## src/rtl/lcd_read_strobe.sv

```systemverilog
`default_nettype none
// ============================================================================
// Module      : lcd_read_strobe
// Description : Read-cycle sequencer for an HD44780-style character LCD.
//               Generates the RS/RW setup, the E strobe, the hold and the
//               enable-cycle gap. It samples the data bus at a fixed point
//               inside E-high. It can optionally repeat status reads until
//               the busy flag (DB7) clears, bounded by a timeout.
// Revision    : 1.0 - initial release
// ----------------------------------------------------------------------------
// Ports
//   clk            in   system clock, rising edge
//   rst_n          in   asynchronous active-low reset
//   i_rd_req       in   single-cycle read request, taken only while o_idle=1
//   i_rd_rs        in   register select for a plain read (ignored when polling)
//   i_poll_busy    in   1 = repeat status reads until BF=0 or timeout
//   i_lcd_db_in    in   [7:0] data bus from the display
//   o_lcd_e        out  enable strobe
//   o_lcd_rw       out  1 while a read cycle is in progress
//   o_lcd_rs       out  register select to the display
//   o_lcd_db_oe    out  write-path bus drive enable, 0 while reading
//   o_rd_data      out  [7:0] last sampled byte
//   o_rd_valid     out  one-cycle pulse, transaction complete
//   o_busy_timeout out  one-cycle pulse with o_rd_valid when a poll timed out
//   o_idle         out  1 when a new request can be accepted
// ============================================================================
module lcd_read_strobe #(
  parameter int T_AS    = 3,      // address setup cycles before E rises
  parameter int T_PW    = 12,     // E-high cycles
  parameter int T_DDR   = 8,      // E-high cycle index at which DB is sampled
  parameter int T_H     = 2,      // hold cycles after E falls
  parameter int T_GAP   = 25,     // gap cycles before the next E rise
  parameter int TIMEOUT = 82000   // poll length limit in cycles
) (
  input  logic       clk,
  input  logic       rst_n,
  input  logic       i_rd_req,
  input  logic       i_rd_rs,
  input  logic       i_poll_busy,
  input  logic [7:0] i_lcd_db_in,
  output logic       o_lcd_e,
  output logic       o_lcd_rw,
  output logic       o_lcd_rs,
  output logic       o_lcd_db_oe,
  output logic [7:0] o_rd_data,
  output logic       o_rd_valid,
  output logic       o_busy_timeout,
  output logic       o_idle
);

  localparam int CW = 17;

  // Phase counter reload values: each phase lasts (reload + 1) cycles.
  localparam logic [CW-1:0] C_AS_M1   = CW'(T_AS - 1);
  localparam logic [CW-1:0] C_PW_M1   = CW'(T_PW - 1);
  localparam logic [CW-1:0] C_H_M1    = CW'(T_H - 1);
  localparam logic [CW-1:0] C_GAP_M1  = CW'(T_GAP - 1);
  // The counter counts down through E-high, so E-high cycle index k
  // corresponds to a counter value of T_PW-1-k.
  localparam logic [CW-1:0] C_DDR_CNT = CW'(T_PW - 1 - T_DDR);
  localparam logic [CW-1:0] C_TIMEOUT = CW'(TIMEOUT);

  typedef enum logic [2:0] {
    S_IDLE   = 3'd0,
    S_SETUP  = 3'd1,
    S_E_HIGH = 3'd2,
    S_HOLD   = 3'd3,
    S_GAP    = 3'd4
  } state_t;

  state_t          r_state;
  logic [CW-1:0]   r_phase_cnt;
  logic [CW-1:0]   r_poll_cnt;
  logic            r_mode;
  logic            r_lcd_e;
  logic            r_lcd_rw;
  logic            r_lcd_rs;
  logic            r_lcd_db_oe;
  logic [7:0]      r_rd_data;
  logic            r_rd_valid;
  logic            r_busy_timeout;
  logic            r_idle;

  // Another status read is needed while polling, the display still reports
  // busy, and the poll has not yet run out of time.
  logic            w_repoll;
  assign w_repoll = r_mode && r_rd_data[7] && (r_poll_cnt < C_TIMEOUT);

  always_ff @(posedge clk or negedge rst_n) begin
    if (!rst_n) begin
      r_state        <= S_IDLE;
      r_phase_cnt    <= '0;
      r_poll_cnt     <= '0;
      r_mode         <= 1'b0;
      r_lcd_e        <= 1'b0;
      r_lcd_rw       <= 1'b0;
      r_lcd_rs       <= 1'b0;
      r_lcd_db_oe    <= 1'b1;
      r_rd_data      <= 8'h00;
      r_rd_valid     <= 1'b0;
      r_busy_timeout <= 1'b0;
      r_idle         <= 1'b1;
    end else begin
      r_rd_valid     <= 1'b0;
      r_busy_timeout <= 1'b0;

      // Poll counter runs for the whole transaction and saturates.
      if (r_state != S_IDLE && r_poll_cnt < C_TIMEOUT) begin
        r_poll_cnt <= r_poll_cnt + 17'd1;
      end

      case (r_state)
        S_IDLE: begin
          if (i_rd_req) begin
            r_state     <= S_SETUP;
            r_phase_cnt <= C_AS_M1;
            r_poll_cnt  <= '0;
            r_mode      <= i_poll_busy;
            // Busy polling always reads the status register.
            r_lcd_rs    <= i_poll_busy ? 1'b0 : i_rd_rs;
            r_lcd_rw    <= 1'b1;
            r_lcd_db_oe <= 1'b0;
            r_idle      <= 1'b0;
          end
        end

        S_SETUP: begin
          if (r_phase_cnt == '0) begin
            r_state     <= S_E_HIGH;
            r_lcd_e     <= 1'b1;
            r_phase_cnt <= C_PW_M1;
          end else begin
            r_phase_cnt <= r_phase_cnt - 17'd1;
          end
        end

        S_E_HIGH: begin
          if (r_phase_cnt == C_DDR_CNT) begin
            r_rd_data <= i_lcd_db_in;
          end
          if (r_phase_cnt == '0) begin
            r_state     <= S_HOLD;
            r_lcd_e     <= 1'b0;
            r_phase_cnt <= C_H_M1;
          end else begin
            r_phase_cnt <= r_phase_cnt - 17'd1;
          end
        end

        S_HOLD: begin
          if (r_phase_cnt == '0) begin
            r_state     <= S_GAP;
            r_phase_cnt <= C_GAP_M1;
          end else begin
            r_phase_cnt <= r_phase_cnt - 17'd1;
          end
        end

        S_GAP: begin
          if (r_phase_cnt == '0) begin
            if (w_repoll) begin
              r_state     <= S_SETUP;
              r_phase_cnt <= C_AS_M1;
              r_lcd_rs    <= 1'b0;
            end else begin
              r_state        <= S_IDLE;
              r_rd_valid     <= 1'b1;
              // Still busy at the exit decision means the poll timed out.
              r_busy_timeout <= r_mode && r_rd_data[7];
              r_lcd_rw       <= 1'b0;
              r_lcd_db_oe    <= 1'b1;
              r_idle         <= 1'b1;
            end
          end else begin
            r_phase_cnt <= r_phase_cnt - 17'd1;
          end
        end

        default: begin
          r_state <= S_IDLE;
        end
      endcase
    end
  end

  assign o_lcd_e        = r_lcd_e;
  assign o_lcd_rw       = r_lcd_rw;
  assign o_lcd_rs       = r_lcd_rs;
  assign o_lcd_db_oe    = r_lcd_db_oe;
  assign o_rd_data      = r_rd_data;
  assign o_rd_valid     = r_rd_valid;
  assign o_busy_timeout = r_busy_timeout;
  assign o_idle         = r_idle;

endmodule
`default_nettype wire

```

## config.mk

```make
export PLATFORM = sky130hd
export DESIGN_NAME = lcd_read_strobe
export DESIGN_NICKNAME = d
export VERILOG_FILES = /design/src/rtl/lcd_read_strobe.sv
export SDC_FILE = /design/constraint.sdc
export NUM_CORES = 1
export LEC_CHECK = 0
export BUFFER_PORTS_ARGS = -buffer_cell sky130_fd_sc_hd__buf_4
export CORE_MARGIN = 3
export CORE_UTILIZATION = 63
export DETAILED_ROUTE_END_ITERATION = 10
export GPL_TIMING_DRIVEN = 0
export PLACE_DENSITY = 0.84
export SLEW_MARGIN = 20
export SYNTH_ARGS = -nofsm -noshare
export SYNTH_HDL_FRONTEND = slang
export SYNTH_SLANG_ARGS = --single-unit
```

## constraint.sdc

```tcl
create_clock -name clk -period 6.7 [get_ports clk]
set_input_delay 1.34 -clock clk [delete_from_list [all_inputs] [get_ports clk]]
set_output_delay 1.34 -clock clk [all_outputs]
set_load 0.03 [all_outputs]
```

==> results.txt, run 1 <==
----------------------------------------------------
[Placement]
  Count of placed standard cells including taps ... 372
  Worst slack after detailed placement ... roughly 3700 ps
  Total of buffers placed on input and output ports ... 27
  Gp weighted congestion ... 0.865
  HPWL after DPL ... 4.22 mm
  Instance area at placement ... 3110 um^2

[Yosys]
  Average instance area after synthesis ... 9.65 um^2
  Netlist cell types ... 60
  Number of warning messages in the yosys log ... 0
  Number of synthesized register bits ... 52
  Share of synthesized flip-flops with an asynchronous set or reset ... 1.00
  Post-synth net total ... 311
  Summed instance area of the synthesized netlist ... 2850 um^2
  Number of flops mapped to enable cells by yosys ... 0
  Leading register cell type out of synthesis ... sky130_fd_sc_hd__dfrtp_1
  Share of synthesized area occupied by flip-flops and latches ... 0.458
  Instance count of the mapped netlist ... a little under 300

[Finish]
  Fin area ... about 3200 um^2
  Commonest non-fill, non-tap cells in the layout ... 51 x sky130_fd_sc_hd__dfrtp_1, 36 x sky130_fd_sc_hd__nor2_1, 29 x sky130_fd_sc_hd__buf_4
  Share of final-layout standard cells stronger than drive strength 1 ... 0.215
  Net count, final ... 345
  Number of diodes added for antenna fixing ... 0
  Core utilization of the finished layout ... 0.779
  Final cell count without fillers ... 380
  Area growth from synthesis to layout ... 14.2%
  Most common cell after layout, fill and taps aside ... sky130_fd_sc_hd__dfrtp_1

[Die]
  Die Span X ... around 73 um
  Floorplan core area ... 4170 um^2
  Floorplan die area ... 5360 um^2
  Die Ht ... around 73 um
  Placement Rows ... 23
  Starting utilization of the core area ... 0.682
  Boundary Pins ... 28

[Critical path]
  Kind of start point of the critical path ... input port
  Peak fanout along the critical path ... 10
  Data arrival, critical path ... 2910 ps
  Register-to-register path setup slack ... 4170 ps
  Crit path capture type ... flop
  Required time at the worst-slack endpoint ... 6960 ps
  Setup CP Type ... input port to flop

[Clock tree]
  Clk buf depth ... 2
  Number of post-CTS setup repair buffers ... 0
  # hold bufs at CTS ... 0
  Sinks on the clock net ... 52
  H-tree depth ... 2
  Clock Pin Slew Worst Setup and Hold Paths ... 100 ps
  CTS tree ... built
  Root Buffer Master ... sky130_fd_sc_hd__clkbuf_8
  Quantity of gates resized following cts ... 0
  Clock buffer count from CTS ... 5
  Clock network latency to the later pin of the worst-skew pair ... between 300 and 400 ps

[Worst hold path]
  Path category of the worst min-delay check ... flop to flop

[Global route]
  Via count of the first global-routing pass ... 2270
  Overall Global Routing Usage ... 0.247
  Largest net degree at the start of global routing ... 53
  Number of antenna violations at the first check in global routing ... 0
  Wire length of the first global-routing pass ... 10.4 mm
  Gr ovfl total ... 0

[Detailed routing]
  Initial DRC Count ... 177
  Wire per inst ... 15.8 um
  ANT nets after route ... 0
  Via-to-Cell Ratio ... 6.32
  Total vias in the final route ... 2401
  Final wirelength ... 5.99 mm
  Post-route DRC ... 0
  Number of iterations in the first detailed-routing pass ... 5

[Timing]
  Endpoints failing setup ... 0
  Fmax ... around 0.38 GHz
  Setup repair after global routing missed its margin ... no
  Remaining max-slew budget at the tightest pin ... 0.566
  Worst Skew ... between 10 and 15 ps
  Clock period minus worst slack ... 2650 ps
  Final Hold Slack ... 491 ps
  Tcrit/Tclk final ... 0.395
  Setup ws final ... 4050 ps
  Pin slew with the least headroom to its limit ... 649 ps
  Final max-slew violation count ... 0
  Total Neg Setup Slack ... 0 ps
  Hold Fails Final Rpt ... 0

[Outcome]
  Outcome ... complete, no violations

[Power]
  Final Total Pwr ... between 1 and 1.5 mW
  Maximum resistive drop on vdd ... ~0.26 mV
  Power per unit of standard cell area ... between 300 and 400 nW/um^2
  Static leakage ... 1.43 nW

[Run]
  Number of max-cap violations ... 0

----------------------------------------------------
==> Yosys cell counts (4+ instances only) <==
cell / instances / area share
sky130_fd_sc_hd__xor2_1: 6 / 0.018
sky130_fd_sc_hd__nand3_1: 13 / 0.023
sky130_fd_sc_hd__mux2_2: 8 / 0.032
sky130_fd_sc_hd__o31ai_1: 5 / 0.013
sky130_fd_sc_hd__nor4_1: 5 / 0.011
sky130_fd_sc_hd__nand4_1: 7 / 0.015
sky130_fd_sc_hd__xnor2_1: 8 / 0.025
sky130_fd_sc_hd__inv_1: 8 / 0.011
sky130_fd_sc_hd__nand2_1: 22 / 0.029
sky130_fd_sc_hd__or3_1: 10 / 0.022
sky130_fd_sc_hd__o21ai_0: 14 / 0.025
sky130_fd_sc_hd__nor3_1: 5 / 0.0088
sky130_fd_sc_hd__dfrtp_1: 51 / 0.45
sky130_fd_sc_hd__a21oi_1: 13 / 0.023
sky130_fd_sc_hd__nor2_1: 36 / 0.047
sky130_fd_sc_hd__clkbuf_1: 7 / 0.0092
sky130_fd_sc_hd__mux2i_1: 4 / 0.014
==> state kept, by name, summed over array words and instances (netlist names) <==
signal / cells
o_lcd_e: 1
r_state: 3
r_poll_cnt: 17
o_rd_valid: 1
o_rd_data: 8
o_lcd_rs: 1
r_mode: 1
o_lcd_rw: 1
r_phase_cnt: 17
o_busy_timeout: 1
o_idle: 1
==> power breakdown <==
part / internal, mW / switching (mW) / leakage (nW) / total, mW
sequential: 0.406 / 0.0841 / 0.660 / 0.490
clock: 0.150 / 0.107 / 0.0687 / 0.257
combinational: 0.213 / 0.315 / 0.702 / 0.528
==> final timing paths <==
path	depth (start not counted)	from	end
worst max-delay path	7	i_rd_req	r_phase_cnt[9]
worst min-delay path	2	r_mode	r_mode
worst max register to register	8	r_phase_cnt[3]	r_phase_cnt[13]
worst min register to register	2	r_mode	r_mode
max in group asynchronous	1	rst_n	r_phase_cnt[2]
min in group asynchronous	1	rst_n	r_poll_cnt[9]
==> final cells by class <==
type                            instances  area (um^2)
Multi-Input combinational cell        221         1430
Sequential cell                        52         1300
Timing Repair Buffer                   27          203
Clock inverter                          3         68.8
Fill cell                             300          923
Inverter                                8         30.0
Tap cell                               50         62.6
Buffer                                 14         85.1
Clock buffer                            5         68.8
==> kinds of logic after synthesis <==
kind of cell,after synthesis,share of synthesized area
simple gates,133,0.256
compound gates,59,0.144
flops,52,0.458
buf+inv,22,0.0404
xor+xnor,14,0.0431
mux,12,0.0457
fa+ha+maj,3,0.0132
==> routing by layer <==
metal / routed length, um / GRT usage
met1: 2880 / 0.358
met2: 2720 / 0.375
met3: 333 / 0.0592
met4: 57 / 0.0594
met5: 0 / 0
==> critical path, cell delays in order <==
cell	delay [ps]
sky130_fd_sc_hd__buf_4	130
sky130_fd_sc_hd__nand3b_1	310
sky130_fd_sc_hd__o41ai_2	170
sky130_fd_sc_hd__a31o_2	250
sky130_fd_sc_hd__buf_6	140
sky130_fd_sc_hd__or4_1	490
sky130_fd_sc_hd__nand2_1	70
Note: power is estimated with default switching activity, not from simulation.
==> inputs of run 2 (changes only) <==
--- a/config.mk
+++ b/config.mk
@@ -5,12 +5,13 @@
 export SDC_FILE = /design/constraint.sdc
 export NUM_CORES = 1
 export LEC_CHECK = 0
+export ABC_AREA = 1
 export BUFFER_PORTS_ARGS = -buffer_cell sky130_fd_sc_hd__buf_4
 export CORE_MARGIN = 3
-export CORE_UTILIZATION = 63
+export CORE_UTILIZATION = 54
 export DETAILED_ROUTE_END_ITERATION = 10
 export GPL_TIMING_DRIVEN = 0
-export PLACE_DENSITY = 0.84
+export PLACE_DENSITY = 0.76
 export SLEW_MARGIN = 20
 export SYNTH_ARGS = -nofsm -noshare
 export SYNTH_HDL_FRONTEND = slang
==> constraint.sdc (replaced) <==
create_clock -name clk -period 2.24 [get_ports clk]
set_input_delay 0.448 -clock clk [delete_from_list [all_inputs] [get_ports clk]]
set_output_delay 0.448 -clock clk [all_outputs]
set_load 0.03 [all_outputs]
==> results.txt, run 2 <==
----------------------------------------------------
[Outcome]
  Outcome ... complete, no violations

[Yosys]
  Leading register cell type out of synthesis ... sky130_fd_sc_hd__dfrtp_1
  Synthesized-area fraction occupied by ao, oa, aoi and oai cells ... 0.114
  Largest family of logic cells by synthesized area ... simple AND/OR/NAND/NOR gates
  Most numerous cell in the Yosys netlist ... sky130_fd_sc_hd__nand2_1
  Instance count of the mapped netlist ... 455
  Share of Yosys cell area claimed by the top area cell type ... 0.398
  Synth area leader ... sky130_fd_sc_hd__dfrtp_1
  Average instance area after synthesis ... ~7.0 um^2
  Post-synth net total ... 471
  Number of warning messages in the yosys log ... 0
  Share of cell area taken by muxes after synthesis ... 0
  Share of synthesized flip-flops with an asynchronous set or reset ... 1.00
  Number of flops mapped to enable cells by yosys ... 0
  Synth Area in Adders ... 0.0117
  Summed instance area of the synthesized netlist ... 3210 um^2
  Most common library cells after synthesis ... 137 x sky130_fd_sc_hd__nand2_1, 57 x sky130_fd_sc_hd__inv_1, 53 x sky130_fd_sc_hd__nor2_1
  Share of synthesized area occupied by flip-flops and latches ... 0.406
  Number of synthesized register bits ... 52
  Main area contributors after synthesis ... sky130_fd_sc_hd__dfrtp_1 40%, sky130_fd_sc_hd__nand2_1 16%, sky130_fd_sc_hd__inv_1 6.7%, sky130_fd_sc_hd__nor2_1 6.2%, sky130_fd_sc_hd__o21ai_0 5.5%
  Area share of and/or/nand/nor cells after synthesis ... 0.341
  Netlist cell types ... 37
  XOR/XNOR Fraction of Synth Area ... 0.0383

[Clock tree]
  Clock Pin Slew Worst Setup and Hold Paths ... 90 ps
  Clock network latency to the later pin of the worst-skew pair ... slightly above 300 ps
  # hold bufs at CTS ... 0
  Number of post-CTS setup repair buffers ... 0
  Clock buffer count from CTS ... 5
  CTS tree ... built
  H-tree depth ... 2
  Quantity of gates resized following cts ... 0
  Clk buf depth ... 2
  Sinks on the clock net ... 52
  Root Buffer Master ... sky130_fd_sc_hd__clkbuf_8

[Critical path]
  Critical path capture point ... r_phase_cnt[2]
  Buffers plus inverters on the worst setup path ... 2
  Kind of cell adding the most delay to the critical path ... simple AND/OR/NAND/NOR gates
  Peak fanout along the critical path ... 10
  Worst setup path startpoint ... r_phase_cnt[0]
  Length in cells of the worst reg-to-reg path ... 11
  Setup CP Type ... flop to flop
  Biggest cell delay along the critical path ... 420 ps
  Crit Reg-Reg Endpoint ... r_phase_cnt[2]
  Kind of start point of the critical path ... flop
  Required time at the worst-slack endpoint ... 2490 ps
  Critical-path cell with the highest stage delay ... sky130_fd_sc_hd__dfrtp_1
  Data arrival, critical path ... 2260 ps
  Total number of cells along the worst setup path ... 11
  Crit path capture type ... flop
  Reg-to-Reg Start ... r_phase_cnt[0]
  Register-to-register path setup slack ... 230 ps
  Cell breakdown of the critical path ... inv_1, ha_1, nand2_1, nor2_4, nand3_4, nor2_4, nand2_2, nand2_4, buf_6, nand2_1, nand2_1
  Most used cell, CP ... sky130_fd_sc_hd__nand2_1

[Detailed routing]
  ANT nets after route ... 0
  Post-route DRC ... 0
  Via-to-Cell Ratio ... 5.39
  Initial DRC Count ... around 250
  Wire per inst ... 12.7 um
  Number of iterations in the first detailed-routing pass ... 5
  Met2 wire length ... 3.11 mm
  Top routing layer in use ... met4
  Met3 wirelength from detailed routing ... about 430 um
  Final wirelength ... 7.16 mm
  Total vias in the final route ... 3028
  Routed metal-1 wirelength ... 3.55 mm

[Placement]
  HPWL after DPL ... 5.16 mm
  Worst slack after detailed placement ... 254 ps
  Total of buffers placed on input and output ports ... 27
  Gp weighted congestion ... 0.968

[Finish]
  Most common cell after layout, fill and taps aside ... sky130_fd_sc_hd__nand2_1
  Number of diodes added for antenna fixing ... 0
  Area growth from synthesis to layout ... 12.5%
  Share of final-layout standard cells stronger than drive strength 1 ... 0.112
  Area of combinational cells with multiple inputs ... 1620 um^2
  Core utilization of the finished layout ... 0.639
  Commonest non-fill, non-tap cells in the layout ... 137 x sky130_fd_sc_hd__nand2_1, 57 x sky130_fd_sc_hd__inv_1, 53 x sky130_fd_sc_hd__nor2_1
  Register Area ... 1300 um^2
  Layout fillers ... 487
  Net count, final ... approximately 510

[Global route]
  Number of antenna violations at the first check in global routing ... 0
  Largest net degree at the start of global routing ... 53
  Wire length of the first global-routing pass ... approximately 13 mm
  Overall Global Routing Usage ... 0.222
  Via count of the first global-routing pass ... 2799
  Gr ovfl total ... 0

[Die]
  Floorplan core area ... roughly 5600 um^2
  Starting utilization of the core area ... 0.568
  Boundary Pins ... 28
  Die Span X ... 83.0 um
  Die Ht ... 83.0 um
  Placement Rows ... 27
  Floorplan die area ... 6900 um^2

[Power]
  Static leakage ... roughly 1.9 nW
  Power per unit of standard cell area ... 1130 nW/um^2
  Maximum resistive drop on vdd ... 0.760 mV

[Timing]
  Endpoints failing setup ... 0
  Pin slew with the least headroom to its limit ... around 650 ps
  Setup repair after global routing missed its margin ... no
  Worst Skew ... 6.85 ps
  Fmax ... 0.498 GHz
  Tcrit/Tclk final ... 0.897
  Setup ws final ... 230 ps
  Hold Fails Final Rpt ... 0
  Final max-slew violation count ... 0
  Clock period minus worst slack ... between 2000 and 2500 ps
  Remaining max-slew budget at the tightest pin ... 0.566
  Total Neg Setup Slack ... 0 ps

[Run]
  Number of max-cap violations ... 0

[Worst hold path]
  Path category of the worst min-delay check ... input port to asynchronous set/reset pin

----------------------------------------------------
-- run 2: cells by family after synthesis --
kind of cell | Yosys count
compound gates | 63
fa+ha+maj | 3
xor+xnor | 14
simple gates | 251
flops | 52
buf+inv | 72
-- run 2: cell type report --
cell class	instances	area share
Clock buffer	6	0.0201
Timing Repair Buffer	27	0.0562
Multi-Input combinational cell	331	0.449
Sequential cell	52	0.361
Inverter	62	0.0645
Buffer	10	0.0146
Clock inverter	2	0.00972
Tap cell	72	0.0250
-- run 2: where the power goes --
group / total [mW] / internal, mW / switching [mW]
clock network: 0.651 / 0.332 / 0.319
logic: 2.02 / 0.693 / 1.32
registers: 1.40 / 1.19 / 0.216
-- run 2: per-layer routing --
metal,track usage,vias up
met3,0.0506,8
met1,0.322,1403
met2,0.340,97
met4,0.0475,0
met5,0,-
li1,-,1520
-- run 2: worst min-delay path by stage --
stage                      to  cells after the start
4_1_cts         r_poll_cnt[6]                      1
2_1_floorplan  o_busy_timeout                      0
3_5_place_dp         o_lcd_rw                      2
3_3_place_gp         o_lcd_rw                      2
6_report        r_poll_cnt[6]                      1
5_1_grt        r_poll_cnt[10]                      1
-- run 2: through the flow --
stage | cell area (um^2) | hold slack, ps | power, mW | instances
after floorplan | 3210 | 152 | 2.91 | 455
after global placement | 3500 | 456 | 3.38 | 554
after detailed placement | 3500 | 460 | 3.43 | 554
after CTS | 3610 | 194 | 4.08 | 562
after global routing | 3610 | 208 | 4.47 | 562
final | 3610 | 168 | 4.07 | 562
==> inputs of run 3 (changes only) <==
--- a/config.mk
+++ b/config.mk
@@ -8,10 +8,9 @@
 export ABC_AREA = 1
 export BUFFER_PORTS_ARGS = -buffer_cell sky130_fd_sc_hd__buf_4
 export CORE_MARGIN = 3
-export CORE_UTILIZATION = 54
+export CORE_UTILIZATION = 25
 export DETAILED_ROUTE_END_ITERATION = 10
 export GPL_TIMING_DRIVEN = 0
-export PLACE_DENSITY = 0.76
 export SLEW_MARGIN = 20
 export SYNTH_ARGS = -nofsm -noshare
 export SYNTH_HDL_FRONTEND = slang
==> results.txt, run 3 (synthesized netlist as in run 2, its figures left out) <==
----------------------------------------------------
[Outcome]
  Outcome ... complete, no violations

[Critical path]
  Crit path capture type ... flop
  Peak fanout along the critical path ... 10
  Data arrival, critical path ... ~2200 ps
  Register-to-register path setup slack ... around 250 ps
  Buffers plus inverters on the worst setup path ... 2
  Setup CP Type ... flop to flop
  Reg-to-Reg Start ... r_phase_cnt[0]
  Biggest cell delay along the critical path ... ~400 ps
  Kind of cell adding the most delay to the critical path ... simple AND/OR/NAND/NOR gates
  Most used cell, CP ... sky130_fd_sc_hd__nand2_1
  Kind of start point of the critical path ... flop
  Cell breakdown of the critical path ... inv_1, ha_1, nand2_1, nor2_4, nand3_4, clkinv_1, nor3_1, o41ai_1, nand2_1
  Worst setup path startpoint ... r_phase_cnt[0]
  Critical-path cell with the highest stage delay ... sky130_fd_sc_hd__dfrtp_1
  Required time at the worst-slack endpoint ... 2460 ps

[Power]
  Net switching power ... between 1.5 and 2 mW
  Power per unit of standard cell area ... 1110 nW/um^2
  P_int ... 2.30 mW
  Sw Share ... 0.451
  Gate power share ... 0.487
  Static leakage ... around 1.9 nW
  Seq pwr share ... 0.337
  Maximum resistive drop on vdd ... about 0.37 mV
  Power share of the clock group ... 0.177

[Finish]
  Most common cell after layout, fill and taps aside ... sky130_fd_sc_hd__nand2_1
  Register Area ... 1300 um^2
  Net count, final ... 505
  Commonest non-fill, non-tap cells in the layout ... 137 x sky130_fd_sc_hd__nand2_1, 57 x sky130_fd_sc_hd__inv_1, 52 x sky130_fd_sc_hd__nor2_1
  Layout fillers ... 1314
  Core utilization of the finished layout ... 0.307
  Share of final-layout standard cells stronger than drive strength 1 ... 0.112
  Area growth from synthesis to layout ... 17.3%
  Area of combinational cells with multiple inputs ... 1620 um^2
  Number of diodes added for antenna fixing ... 0

[Clock tree]
  Number of post-CTS setup repair buffers ... 0
  Clock buffer count from CTS ... 5
  H-tree depth ... 2
  Clk buf depth ... 2
  Clock Pin Slew Worst Setup and Hold Paths ... around 70 ps
  Root Buffer Master ... sky130_fd_sc_hd__clkbuf_16
  Clock network latency to the later pin of the worst-skew pair ... roughly 280 ps
  Sinks on the clock net ... 52
  CTS tree ... built

[Run]
  Number of max-cap violations ... 0

[Timing]
  Remaining max-slew budget at the tightest pin ... 0.548
  Setup repair after global routing missed its margin ... no
  Worst Skew ... roughly 4.3 ps
  Endpoints failing setup ... 0
  Fmax ... 0.502 GHz
  Pin slew with the least headroom to its limit ... 677 ps
  Clock period minus worst slack ... 1990 ps
  Total Neg Setup Slack ... 0 ps
  Hold Fails Final Rpt ... 0
  Tcrit/Tclk final ... 0.889
  Final max-slew violation count ... 0

[Global route]
  Number of antenna violations at the first check in global routing ... 0
  Global-route track usage on met3 ... 0.0176
  Largest net degree at the start of global routing ... 53
  Most utilized layer in the global route result ... met2
  Wire length of the first global-routing pass ... 13.0 mm
  Overall Global Routing Usage ... 0.110
  Gr ovfl total ... 0
  Met1 capacity usage during global routing ... 0.156
  Via count of the first global-routing pass ... 2797
  Global-route track usage on met2 ... 0.168

[Die]
  Die Span X ... 119 um
  Floorplan die area ... around 14000 um^2
  Boundary Pins ... 28
  Die Ht ... ~120 um
  Starting utilization of the core area ... 0.261
  Placement Rows ... 40
  Floorplan core area ... about 12000 um^2

[Detailed routing]
  ANT nets after route ... 0
  Total vias in the final route ... 2988
  Post-route DRC ... 0
  Final wirelength ... 7.53 mm
  Wire per inst ... 11.4 um
  Number of iterations in the first detailed-routing pass ... 5
  Initial DRC Count ... approximately 160
  Via-to-Cell Ratio ... approximately 4.5

[Placement]
  Gp weighted congestion ... 0.831
  Total of buffers placed on input and output ports ... 27
  HPWL after DPL ... 5.63 mm

[Worst hold path]
  Path category of the worst min-delay check ... input port to asynchronous set/reset pin

----------------------------------------------------
==> run 3: power by group through the flow <==
stage | clock network [mW] | logic, mW | registers (mW)
2_1_floorplan | 0 | 1.43 | 1.49
3_3_place_gp | 0 | 2.00 | 1.42
3_5_place_dp | 0 | 2.04 | 1.42
4_1_cts | 0.771 | 2.05 | 1.41
5_1_grt | 0.808 | 2.33 | 1.45
6_report | 0.740 | 2.04 | 1.41
==> run 3: layout make-up <==
class                   count  area share
well taps                 168      0.0559
inverters                  62      0.0619
clock inverters             1     0.00133
plain buffers              10      0.0140
flip-flops and latches     52       0.347
multi-input cells         331       0.431
repair buffers             27      0.0539
clock buffers               7      0.0353
==> run 3: final timing paths <==
path                            cells past startpoint        endpoint
worst max-delay path                                9  r_phase_cnt[7]
worst min-delay path                                1   r_poll_cnt[6]
worst max register to register                      9  r_phase_cnt[7]
worst min register to register                      2        o_lcd_rw
max in group asynchronous                           1  r_poll_cnt[14]
min in group clk                                    2  r_poll_cnt[11]
==> run 3: per-layer routing <==
metal | wire length (um) | part of all wire
met5 | 0 | 0
met4 | 152 | 0.020
met3 | 277 | 0.037
met2 | 3220 | 0.43
met1 | 3880 | 0.52
==> run 3: repair_timing <==
action / in CTS / in global routing
endpoints found under the setup margin: 0 / 1
resized for setup: 0 / 1
hold buffers: 0 / 0
==> run 3: metrics by stage <==
stage	area (um^2)	std cells	power [mW]	setup slack [ps]	hold WS, ps
after floorplan	3210	455	2.91	563	152
after global placement	3620	650	3.42	285	460
after detailed placement	3620	650	3.46	238	469
after CTS	3760	658	4.23	232	232
after global routing	3760	658	4.59	21.9	264
final	3760	658	4.18	250	201
